[src/rtl/mult_shift_add_seq.sv]
// ---------------------------------------------------------------------------
// mult_shift_add_seq
//
// Sequential unsigned shift-and-add multiplier. An operand pair is taken in
// through a valid/ready handshake. One partial-product row (multiplicand
// AND the current multiplier bit) is then added per clock into a
// 2*WIDTH-bit accumulator. The finished product is offered through a
// valid/ready output handshake. This is the iterative, small-footprint
// alternative to a fully parallel array multiplier.
//
// Ports
//   clk        rising-edge clock
//   rst_n      asynchronous active-low reset
//   in_valid   operand pair on in_a/in_b is valid
//   in_ready   block can accept an operand pair (IDLE)
//   in_a       unsigned multiplicand, WIDTH bits
//   in_b       unsigned multiplier,   WIDTH bits
//   out_valid  out_p holds a finished product (DONE)
//   out_ready  downstream accepts the product
//   out_p      unsigned product in_a*in_b, 2*WIDTH bits
//   busy       high while in RUN or DONE
//
// Latency is always WIDTH RUN cycles; there is no early exit on a zero
// multiplier. All outputs are decoded from state or taken straight from
// registers, so nothing combinational runs from in_valid/out_ready to an
// output.
// ---------------------------------------------------------------------------
module mult_shift_add_seq #(
  parameter int WIDTH = 4
) (
  input  logic               clk,
  input  logic               rst_n,
  input  logic               in_valid,
  output logic               in_ready,
  input  logic [WIDTH-1:0]   in_a,
  input  logic [WIDTH-1:0]   in_b,
  output logic               out_valid,
  input  logic               out_ready,
  output logic [2*WIDTH-1:0] out_p,
  output logic               busy
);

  localparam int PW = 2 * WIDTH;
  localparam int CW = $clog2(WIDTH);
  localparam logic [CW-1:0] CNT_LAST = CW'(WIDTH - 1);

  typedef enum logic [1:0] {
    S_IDLE = 2'd0,
    S_RUN  = 2'd1,
    S_DONE = 2'd2
  } state_t;

  state_t          r_state;
  state_t          w_state_next;

  logic [PW-1:0]    r_mcand;
  logic [WIDTH-1:0] r_mplr;
  logic [PW-1:0]    r_acc;
  logic [CW-1:0]    r_cnt;

  logic             w_accept;
  logic             w_last;
  logic [PW-1:0]    w_row;

  // The operand transfer happens only in IDLE; in_valid is a don't-care
  // everywhere else, so changes during RUN/DONE cannot disturb the result.
  assign w_accept = in_valid && (r_state == S_IDLE);
  assign w_last   = (r_cnt == CNT_LAST);

  // Current partial-product row: the shifted multiplicand gated by the
  // multiplier bit that has been shifted down into position 0.
  assign w_row = r_mplr[0] ? r_mcand : '0;

  // -------------------------------------------------------------------------
  // FSM: state register
  // -------------------------------------------------------------------------
  always_ff @(posedge clk or negedge rst_n) begin
    if (!rst_n) begin
      r_state <= S_IDLE;
    end else begin
      r_state <= w_state_next;
    end
  end

  // -------------------------------------------------------------------------
  // FSM: next state and state-decoded outputs
  // -------------------------------------------------------------------------
  always_comb begin
    w_state_next = r_state;
    in_ready     = 1'b0;
    out_valid    = 1'b0;
    busy         = 1'b0;
    unique case (r_state)
      S_IDLE: begin
        in_ready = 1'b1;
        if (in_valid) begin
          w_state_next = S_RUN;
        end
      end
      S_RUN: begin
        busy = 1'b1;
        // The final row is added on this same edge, so DONE already sees
        // the complete product.
        if (w_last) begin
          w_state_next = S_DONE;
        end
      end
      S_DONE: begin
        busy      = 1'b1;
        out_valid = 1'b1;
        if (out_ready) begin
          w_state_next = S_IDLE;
        end
      end
      default: begin
        w_state_next = S_IDLE;
      end
    endcase
  end

  // -------------------------------------------------------------------------
  // Datapath
  // -------------------------------------------------------------------------
  always_ff @(posedge clk or negedge rst_n) begin
    if (!rst_n) begin
      r_mcand <= '0;
      r_mplr  <= '0;
      r_acc   <= '0;
      r_cnt   <= '0;
    end else if (w_accept) begin
      r_mcand <= {{WIDTH{1'b0}}, in_a};
      r_mplr  <= in_b;
      r_acc   <= '0;
      r_cnt   <= '0;
    end else if (r_state == S_RUN) begin
      // (2^W-1)^2 < 2^(2W): this sum never carries out of the accumulator.
      r_acc   <= r_acc + w_row;
      r_mcand <= r_mcand << 1;
      r_mplr  <= r_mplr >> 1;
      r_cnt   <= r_cnt + 1'b1;
    end
  end

  // The accumulator is the product register; it keeps its last value in
  // IDLE rather than being forced to zero.
  assign out_p = r_acc;

endmodule
[config.mk]
export PLATFORM = sky130hd
export DESIGN_NAME = mult_shift_add_seq
export DESIGN_NICKNAME = d
export VERILOG_FILES = /design/src/rtl/mult_shift_add_seq.sv
export SDC_FILE = /design/constraint.sdc
export NUM_CORES = 1
export LEC_CHECK = 0
export CAP_MARGIN = 20
export CORE_MARGIN = 3
export CORE_UTILIZATION = 52
export CTS_CLUSTER_DIAMETER = 150
export DETAILED_ROUTE_END_ITERATION = 8
export PLACE_DENSITY_LB_ADDON = 0.08
export REMOVE_ABC_BUFFERS = 1
export SLEW_MARGIN = 10
export SYNTH_ARGS = -nofsm -noshare
export SYNTH_HDL_FRONTEND = slang
export SYNTH_SLANG_ARGS = --single-unit
export TNS_END_PERCENT = 20
[constraint.sdc]
create_clock -name clk -period 2.5 [get_ports clk]
set_input_delay 0.375 -clock clk [delete_from_list [all_inputs] [get_ports clk]]
set_output_delay 0.375 -clock clk [all_outputs]
set_load 0.05 [all_outputs]
==> run summary <==
Vert. Die Dim: 57.9 µm
Drt total wl: 2.78 mm
Cell family with most CP delay: buffers and inverters
Total inserted antenna cells: 0
Final nets: 196
GRT overflow: 0
DPL Wire Length: 2.08 mm
VDD IR max: 1430 µV
Final hold violation count: 0
Least-Margin Pin Slew: 0.495 ns
Pwr/cell area: 1340 nW/µm²
Max-cap viol count: 0
Flop and latch count out of synthesis: 24
Final ANT Viol Nets: 0
Rows: 18
Drc violations: 0
Worst Path Max Fanout: 5
Seq/Total Area, Yosys: 42.9%
Via density: 5.51
CP max-delay cell: clkdlybuf4s50_1
Starting DRC count in detailed routing: 11
Fin. max-slew vios: 0
Post-cts resize count: 0
Clk root buf: clkbuf_4
Footprint of the multi-input gates: 752 µm²
Largest net degree at the start of global routing: 25
Final clock skew: 0.0191 ns
Final setup vio count: 0
GRT Overall Usage: 19.0%
Wire per inst: 13.8 µm
CP Capture Type: output port
Reg-to-reg endpoint: out_p[4]
Portion of total power attributed to sequential cells: 29.6%
Clk slew on worst S/H paths: 0.15 ns
Worst Hold Class: primary input to asynchronous set/reset pin
Drt pass-1 iters: 4
Syn Std Cell Area: 1400 µm²
Global-route wire length before repair: 4.82 mm
Power share of the clock group: 12.5%
Crit path kind: register to output port
Die Width: 57.9 µm
Cell Chain, Critical Path: inv_1 -> ha_1 -> clkdlybuf4s50_1
Post-CTS Setup Inserts: 0
Synth Instances: 147
Final worst-path cycle share: 90.2%
I/O pin cnt: 23
Cells on worst reg2reg path: 8
Ys Warns: 0
TritonCTS Sinks: 24
WP buf/inv: 2
CP peak stage delay: 0.83 ns
IO Port Bufs: 22
Logic pwr share: 58.0%
Routability congestion estimate: 0.833
CTS hold repair buffers: 0
DP Area: 1680 µm²
Number of global-route vias before repair: 1,154
Core box area: 2520 µm²
Beginning of the worst register-to-register path: r_mplr[0]
Startpoint Class: register
Clock latency on the worst-skew pair: 0.33 ns
Most frequent cells in the layout: dfrtp_1, nand2_1, clkdlybuf4s50_1, mux2i_1, nor2_1
Final hold slack: 0.371 ns
Sequential cell area: 601 µm²
Switching power total: 1.07 mW
# fillers: 218
Layout cells sized above 1: 6.43%
Initial Util: 55.5%
Arrival @ worst endpoint: 1.88 ns
R2r setup slk: 0.30 ns
Final min period: 2.25 ns
Worst slew margin: 66.9%
Fmax: 444 MHz
Area grow syn2layout: 23.4%
Sw frac: 46.2%
Status: finished, final reports clean
RSZ-0062 raised after global routing: false
Synth unique cells: 25
Antenna violations before repair: 0
Leading cell type in the layout, fill and taps excluded: dfrtp_1
Internal power consumption: 1.24 mW
Mapped Avg Cell Area: 9.52 µm²
Vias: 1,107
Die area: 3350 µm²
Setup TNS: 0 ns
Final instance area: 1730 µm²
Max Root-Sink Buffers: 2
Tot Pwr: 2.31 mW
Leak: 0.812 nW
CTS tree: yes
Worst Path Required: 2.12 ns
H-tree depth: 1
Num CTS Buffers: 3
## cells in the mapped netlist, drive strengths merged
cell / instances / area (µm²)
o22ai: 1 / 6.26
a21o: 2 / 15.0
mux2i: 17 / 170
nand2b: 1 / 6.26
and2: 8 / 50.1
a32oi: 1 / 8.76
o31ai: 1 / 7.51
nand2: 22 / 82.6
o21bai: 1 / 7.51
buf: 2 / 10.0
o21ai: 11 / 55.1
clkbuf: 4 / 15.0
nor2: 15 / 56.3
ha: 11 / 138
nor3: 3 / 15.0
a211oi: 5 / 47.5
dfrtp: 24 / 601
inv: 6 / 22.5
a21oi: 5 / 25.0
fa: 1 / 20.0
nand3: 3 / 15.0
xnor2: 3 / 26.3
## cell type report
type,count,share of cell area [%]
Multi-Input combinational cell,111,43.5
Sequential cell,24,34.8
Clock buffer,3,1.30
Timing Repair Buffer,26,15.2
Inverter,6,1.30
Tap cell,30,2.17
Clock inverter,1,1.74
## power by group through the flow
stage	Sequential (mW)	Combinational, mW	Clock (mW)
6_report	0.684	1.34	0.288
5_1_grt	0.711	1.47	0.308
4_1_cts	0.688	1.35	0.291
3_5_place_dp	0.697	1.34	0
3_3_place_gp	0.686	1.32	0
2_1_floorplan	0.849	0.796	0
## kinds of logic after synthesis
group	synth area share [%]
AO/OA/AOI/OAI	12.3
XOR/XNOR	1.88
adder cells (fa/ha/maj)	11.3
buffers and inverters	3.40
flip-flops	42.9
multiplexers	12.2
AND/OR/NAND/NOR	16.1
## worst reg2reg max path, stage by stage (launching register included)
cell and delay (ns):
dfrtp_1 0.49, and2_1 0.18, ha_1 0.22, fa_1 0.42
a21o_1 0.18, a21oi_1 0.25, xnor2_1 0.11, mux2i_1 0.17
nor2_1 0.07
## metal layers
layer	global-route usage [%]	up-vias	share of wire [%]	routed length, µm
li1	-	551	-	-
met4	9.60	0	2.4	68
met2	33.1	21	49	1370
met5	0	-	0	0
met3	3.56	7	3.3	92
met1	22.3	528	45	1250
## how the worst max path moves through the flow
stage               depth (start not counted)  startpoint  endpoint
global route                                3  r_state[1]  in_ready
global placement                            7   r_mplr[0]  out_p[7]
floorplan                                   6    out_p[1]  out_p[7]
CTS                                         3  r_state[1]  in_ready
finish                                      3  r_state[0]  in_ready
detailed placement                          7   r_mplr[0]  out_p[7]
## per-stage QoR
step | util [%] | cells | setup slack, ns
finish | 68.5 | 201 | 0.246
global route | 68.5 | 201 | 0.125
CTS | 68.5 | 201 | 0.232
detailed placement | 66.4 | 197 | 0.340
global placement | 66.4 | 197 | 0.392
floorplan | - | 141 | 0.387
## registers in the layout, indices dropped and copies added, names as in the netlist
register and cells:
out_p 8, r_cnt 2, r_mcand 8, r_mplr 4, r_state 2
No activity file was read; power rests on OpenSTA's default activity.
